<file path="src/rtl/clk_meter_pkg.sv">
// Shared definitions for the clock meter: default count width and FSM state encoding.
package clk_meter_pkg;

  localparam int WIDTH_DEFAULT = 24;

  typedef enum logic {
    WAIT_EDGE = 1'b0,
    MEASURE   = 1'b1
  } state_t;

endpackage

</file>
<file path="src/rtl/clk_meter_sync_edge.sv">
// Two-flop synchronizer for the measured signal plus rise/fall detection on the synchronized level.
module SyncEdge
  import clk_meter_pkg::*;
(
  input  logic clkI,
  input  logic enable,
  input  logic dI,
  output logic sO,
  output logic riseO,
  output logic fallO
);

  logic meta;
  logic s;
  logic s_d;

  // Clearing all three flops on reset makes an input that is already high look like a fresh rise.
  always_ff @(posedge clkI or negedge enable) begin
    if (!enable) begin
      meta <= 1'b0;
      s    <= 1'b0;
      s_d  <= 1'b0;
    end else begin
      meta <= dI;
      s    <= meta;
      s_d  <= s;
    end
  end

  assign sO    = s;
  assign riseO = s & ~s_d;
  assign fallO = ~s & s_d;

endmodule

</file>
<file path="src/rtl/clk_meter.sv">
// Measures period and high time of an asynchronous square wave in clkI cycles.
module clk_meter
  import clk_meter_pkg::*;
#(
  parameter int WIDTH = WIDTH_DEFAULT
) (
  input  logic             clkI,
  input  logic             enable,
  input  logic             sigI,
  output logic [WIDTH-1:0] periodO,
  output logic [WIDTH-1:0] highO,
  output logic             validO,
  output logic             timeoutO
);

  localparam logic [WIDTH-1:0] CNT_MAX = '1;
  localparam logic [WIDTH-1:0] CNT_ONE = WIDTH'(1);

  logic             level;
  logic             rise;
  logic             fall;
  logic [WIDTH-1:0] cnt;
  logic [WIDTH-1:0] hi_latch;
  state_t           state;

  SyncEdge u_sync_edge (
    .clkI   (clkI),
    .enable (enable),
    .dI     (sigI),
    .sO     (level),
    .riseO  (rise),
    .fallO  (fall)
  );

  // A rise closes the running period; saturating the counter instead drops back to waiting
  // for a fresh reference edge so the counter never wraps.
  always_ff @(posedge clkI or negedge enable) begin
    if (!enable) begin
      state    <= WAIT_EDGE;
      cnt      <= '0;
      hi_latch <= '0;
      periodO  <= '0;
      highO    <= '0;
      validO   <= 1'b0;
      timeoutO <= 1'b0;
    end else begin
      validO <= 1'b0;
      case (state)
        WAIT_EDGE: begin
          if (rise) begin
            cnt   <= CNT_ONE;
            state <= MEASURE;
          end
        end
        MEASURE: begin
          if (rise) begin
            periodO  <= cnt;
            highO    <= hi_latch;
            validO   <= 1'b1;
            timeoutO <= 1'b0;
            cnt      <= CNT_ONE;
          end else if (cnt == CNT_MAX) begin
            timeoutO <= 1'b1;
            state    <= WAIT_EDGE;
          end else begin
            if (fall && !level) begin
              hi_latch <= cnt;
            end
            cnt <= cnt + 1'b1;
          end
        end
        default: state <= WAIT_EDGE;
      endcase
    end
  end

endmodule

</file>
<file path="config.mk">
export PLATFORM = sky130hd
export DESIGN_NAME = clk_meter
export DESIGN_NICKNAME = d
export VERILOG_FILES = /design/src/rtl/clk_meter_pkg.sv /design/src/rtl/clk_meter_sync_edge.sv /design/src/rtl/clk_meter.sv
export SDC_FILE = /design/constraint.sdc
export NUM_CORES = 1
export LEC_CHECK = 0
export ABC_AREA = 1
export CAP_MARGIN = 25
export CORE_UTILIZATION = 60
export DETAILED_ROUTE_END_ITERATION = 10
export MAX_ROUTING_LAYER = met4
export PLACE_DENSITY = 0.9
export SLEW_MARGIN = 15
export SYNTH_ARGS = -nofsm -noshare
export SYNTH_HDL_FRONTEND = slang
export SYNTH_HIERARCHICAL = 1
export SYNTH_SLANG_ARGS = --single-unit
</file>
<file path="constraint.sdc">
create_clock -name clkI -period 4.55 [get_ports clkI]
set_clock_uncertainty 0.05 [all_clocks]
set_input_delay 0.91 -clock clkI [delete_from_list [all_inputs] [get_ports clkI]]
set_output_delay 0.91 -clock clkI [all_outputs]
set_load 0.1 [all_outputs]
</file>
==> results.toml, run 1 <==
[status]
status = "finished, final reports clean"

[synthesis]
synth_flop_cell = "dfrtp_1"
syn_inst = 527
yosys-top-cells-area = "dfrtp_1 56%, nand2_1 17%, o21ai_0 3.4%"
ys_warn_count = 6
avgSynthCellArea_um2 = 8.68
synth.distinct_cells = 27
synth_edf_count = 0
syn_nets = 531
synth-seq-area-share_pct = 55.8
synth_top_area_cell = "dfrtp_1"
netlist_area_mm2 = 0.00457
synthArstFlopShare_pct = 100
ys_ff_latch = 102
synthDominantCellAreaShare_pct = 55.8
yosysMostFrequentCell = "nand2_1"
synth_common_cells = "203 x nand2_1, 102 x dfrtp_1, 38 x inv_1"

[setup_path]
end_kind = "output port"
critPathMaxFanout = 2
cpLargestDelayFamily = "buffers and inverters"
start_kind = "register"
cp.arrival_ps = 1930
cpMaxStageDelayCell = "clkdlybuf4s50_1"
critical_path.n_buffers_inverters = 1
crit_chain = "clkdlybuf4s50_1"
critPathMaxStageDelay_ps = 1160
crit_required_ps = 3590
worstSetupPathType = "reg2out"

[global_route]
antenna_found_initial = 0
grt_pass1_vias = 3393
grt_pass1_wl_mm = 16.3
grt_max_degree = 81
grt_usage_pct = 28.6
grt_remaining_overflow = 0

[drt]
dr.max_layer_used = "met4"
antenna_left = 0
remaining_drc_errors = 0
wl_met3_um = 536
via_per_inst = 5.42
met1Wirelength_mm = 4.37
wl_mm = 10.1
routedWlPerCell_um = 14.8
num_vias = 3694
wl_met2_mm = 4.94
drt_iter0_markers = 344
first_pass_iters = 5

[timing]
slew_headroom_pct = 33.4
fin_setup_tns_ps = 0
max_slew.worst_pin.slew_ps = 997
period_share_pct = 63.4
hold_ws_ps = 312
setup_viol = 0
max_clock_freq_mhz = 347
setup_ws_ps = 1660
hold_viol_final = 0
rsz0062_at_grt = "false"
maxSlewViolCount = 0
period_minus_slack_ps = 2890

[placement]
gp_congestion = 0.914
port_buffers = 52
place_ws_ps = 2090
placedCellCount = 664
post-dp-hpwl_mm = 6.81

[die]
io_pins = 53
initial_core_util_pct = 62.7
die_x_um = 89.3
rows = 31
die_area_mm2 = 0.00797
coreArea_mm2 = 0.00729
die_h_um = 89.3

[clocking]
cts.htree.levels = 3
clock_path_buffers = 2
clk-insertion-delay-late_ps = 380
cts_resized = 0
cts_root_buf = "clkbuf_8"
clk_pin_slew_ps = 100
cts_setup_buffers = 0
cts_tree = "done"
cts.sink_count = 102
holdBufCountCts = 0
cts_buffers = 9

[layout]
final_net_count = 581
utilization_pct = 73.1
drive_above_1_share_pct = 11.5
syn_to_final_growth_pct = 16.6
diodes = 0
finalNonFillerCells = 681

[power_and_ir_drop]
p_seq_share_pct = 50.7
intPower_mw = 1.31
ir_drop_uv = 160
pwr-share-clk_pct = 29.3
p_sw_mw = 0.676
p_per_area_mw_per_mm2 = 372
p_sw_share_pct = 34.1
combPwrFrac_pct = 20.0
p_leak_nw = 2.42

[worst_hold_path]
min_path_type = "reg2reg"

[flow_run]
maxCapViolations = 0
[per-stage QoR]
stage	power [mW]	instance area [um^2]
floorplan	1.31	4570
global placement	1.40	5120
detailed placement	1.42	5120
CTS	1.99	5310
global route	2.06	5330
finish	1.98	5330
[layout by cell type, fill, tap and decap left out]
cell type / instances
clkbuf_1: 1
nor2_4: 5
buf_4: 4
ha_1: 1
clkinv_1: 1
xor2_1: 8
nor3b_1: 1
o21ai_1: 17
clkinv_2: 1
bufinv_16: 1
nand3_1: 14
nor2_2: 1
clkinvlp_4: 2
inv_1: 38
nand4_1: 11
clkdlybuf4s50_1: 51
clkbuf_8: 9
nor3_1: 1
xnor2_1: 1
buf_12: 1
nand2_4: 2
inv_6: 2
o21ai_0: 31
nand3_2: 3
o21ai_2: 16
nand2_2: 20
a21oi_1: 1
dfrtp_1: 102
nor2_1: 34
nand2_1: 202
[area by class of cell]
cell class | instances | area [um^2]
Fill cell | 525 | 1960
Timing Repair Buffer | 56 | 561
Sequential cell | 102 | 2550
Multi-Input combinational cell | 369 | 1750
Tap cell | 99 | 124
Inverter | 39 | 146
Clock inverter | 6 | 67.6
Clock buffer | 10 | 128
[per-layer routing]
layer | vias to the layer above | track usage [%]
met1 | 1762 | 38.5
li1 | 1768 | -
met2 | 140 | 43.3
met3 | 24 | 4.62
met4 | 0 | 12.1
met5 | - | -
[sequential cells by signal (all words and copies together) (netlist names)]
signal            cells
cnt                  24
hi_latch             24
highO                24
periodO              24
state                 1
timeoutO              1
u_sync_edge/meta      1
u_sync_edge/sO        1
u_sync_edge/s_d       1
validO                1
[final timing paths]
| path | from | to | slack (ps) | depth (start not counted) |
|---|---|---|---|---|
| worst max-delay path | periodO[19] | periodO[19] | 1660 | 1 |
| worst min register to register | u_sync_edge/meta | u_sync_edge/sO | 310 | 0 |
| worst min-delay path | u_sync_edge/meta | u_sync_edge/sO | 310 | 0 |
| max in group asynchronous | enable | cnt[18] | 3080 | 3 |
| worst max register to register | u_sync_edge/sO | highO[23] | 2020 | 7 |
| min in group asynchronous | enable | highO[4] | 410 | 1 |
[cells by family (layout without fill, tap and decap cells)]
logic type | after synthesis | after routing | share of synthesized area (%)
AO/OA/AOI/OAI | 65 | 65 | 8.43
XOR/XNOR | 9 | 9 | 1.72
adder cells (fa/ha/maj) | 1 | 1 | 0.274
buffers and inverters | 56 | 111 | 5.86
flip-flops | 102 | 102 | 55.8
AND/OR/NAND/NOR | 294 | 294 | 27.9
[power groups by stage]
stage | combinational (mW) | clock [mW] | sequential (mW)
6_report | 0.397 | 0.580 | 1.01
4_1_cts | 0.397 | 0.588 | 1.01
3_5_place_dp | 0.395 | 0 | 1.02
3_3_place_gp | 0.383 | 0 | 1.02
5_1_grt | 0.423 | 0.628 | 1.01
2_1_floorplan | 0.0990 | 0 | 1.21
Power figures use the tool's default switching activity.
==> run 2, diff against run 1 <==
--- a/config.mk
+++ b/config.mk
@@ -7,10 +7,10 @@
 export LEC_CHECK = 0
 export ABC_AREA = 1
 export CAP_MARGIN = 25
-export CORE_UTILIZATION = 60
+export CORE_UTILIZATION = 56
 export DETAILED_ROUTE_END_ITERATION = 10
 export MAX_ROUTING_LAYER = met4
-export PLACE_DENSITY = 0.9
+export PLACE_DENSITY = 0.85
 export SLEW_MARGIN = 15
 export SYNTH_ARGS = -nofsm -noshare
 export SYNTH_HDL_FRONTEND = slang
==> constraint.sdc (replaced) <==
create_clock -name clkI -period 2.9 [get_ports clkI]
set_clock_uncertainty 0.05 [all_clocks]
set_input_delay 0.58 -clock clkI [delete_from_list [all_inputs] [get_ports clkI]]
set_output_delay 0.58 -clock clkI [all_outputs]
set_load 0.1 [all_outputs]
==> results.toml, run 2 (synthesized netlist as in run 1, its figures left out) <==
[status]
status = "finished, final reports clean"

[flow_run]
maxCapViolations = 0

[drt]
drt_iter0_markers = 212
via_per_inst = 5.20
routedWlPerCell_um = 14.7
wl_mm = 10.1
remaining_drc_errors = 0
num_vias = 3567
antenna_left = 0
first_pass_iters = 5

[clocking]
clk-insertion-delay-late_ps = 370
cts_tree = "done"
cts_setup_buffers = 0
holdBufCountCts = 0
clock_path_buffers = 2
cts_buffers = 9
cts_root_buf = "clkbuf_8"
cts.htree.levels = 3
clk_pin_slew_ps = 110
cts.sink_count = 102
cts_resized = 0

[layout]
drive_above_1_share_pct = 20.5
final_common_cell = "nand2_1"
utilization_pct = 67.2
syn_to_final_growth_pct = 14.7
layout_common_cells = "202 x nand2_1, 102 x dfrtp_1, 56 x buf_4"
n_fill_cell = 662
diodes = 0
finalInstanceArea_mm2 = 0.00525
finalNonFillerCells = 686
final_net_count = 583

[timing]
setup_viol = 0
period_share_pct = 79.8
slew_headroom_pct = 48.6
max_clock_freq_mhz = 432
fin_setup_tns_ps = 0
maxSlewViolCount = 0
rsz0062_at_grt = "false"
setup_ws_ps = 586
hold_viol_final = 0
max_slew.worst_pin.slew_ps = 766
period_minus_slack_ps = 2310

[placement]
post-dp-hpwl_mm = 7.00
placed_area_mm2 = 0.00503
gp_congestion = 0.910
placedCellCount = 670
port_buffers = 52
place_ws_ps = 654

[global_route]
grt_pass1_vias = 3290
grt_max_degree = 73
grt_pass1_wl_mm = 16.7
antenna_found_initial = 0
grt_usage_pct = 26.3
grt_remaining_overflow = 0

[setup_path]
crit_required_ps = 3150
cp.arrival_ps = 2560
end_kind = "register"
worstSetupPathType = "reg2reg"
start_kind = "register"
critPathMaxFanout = 24

[power_and_ir_drop]
p_leak_nw = 2.55
ir_drop_uv = 271
p_per_area_mw_per_mm2 = 597

[die]
initial_core_util_pct = 58.6
die_h_um = 92.4
die_area_mm2 = 0.00853
rows = 32
io_pins = 53
coreArea_mm2 = 0.00781
die_x_um = 92.4

[worst_hold_path]
min_path_type = "in2async"
[run 2: critical path, stage by stage, from the launching register on]
cell     delay, ps
dfrtp_1        440
ha_1           240
nand2_2         90
nor2_4         190
nand2_4        110
nor2_4         160
nand2_2         60
nand3_2        360
buf_4          360
nand2_2        100
o21ai_2         80
[run 2: through the flow]
step	hold slack (ps)	power, mW
2_1_floorplan	234	2.05
3_3_place_gp	284	2.19
3_5_place_dp	319	2.21
4_1_cts	142	3.15
5_1_grt	154	3.25
6_report	128	3.13
[run 2: area by class of cell]
class	instances	area, um^2	area share, %
repair buffers	58	450	8.59
well taps	102	128	2.43
multi-input cells	369	1750	33.4
inverters	39	146	2.79
clock inverters	6	76.3	1.46
clock buffers	10	138	2.62
flip-flops and latches	102	2550	48.7
[run 2: worst paths after layout]
check                                  to  slack (ps)        startpoint  cells past startpoint
setup / recovery             hi_latch[17]         590            cnt[0]                     10
hold / removal               hi_latch[11]         130            enable                      1
setup reg to reg             hi_latch[17]         590            cnt[0]                     10
hold reg to reg            u_sync_edge/sO         320  u_sync_edge/meta                      0
max in group asynchronous         cnt[14]        1980            enable                      2
min in group clkI          u_sync_edge/sO         320  u_sync_edge/meta                      0
[run 2: power breakdown]
group / leakage (nW) / switching, mW / internal (mW)
Sequential: 1.39 / 0.0667 / 1.51
Clock: 0.109 / 0.511 / 0.437
Combinational: 1.04 / 0.488 / 0.122
Total: 2.55 / 1.07 / 2.07
[run 2: layer usage]
| layer | vias up | routed length, um | global-route usage (%) |
|---|---|---|---|
| met4 | 0 | 119 | 7.03 |
| met1 | 1701 | 4690 | 37.1 |
| li1 | 1762 | - | - |
| met2 | 95 | 4830 | 39.9 |
| met3 | 9 | 431 | 4.68 |
| met5 | - | 0 | - |
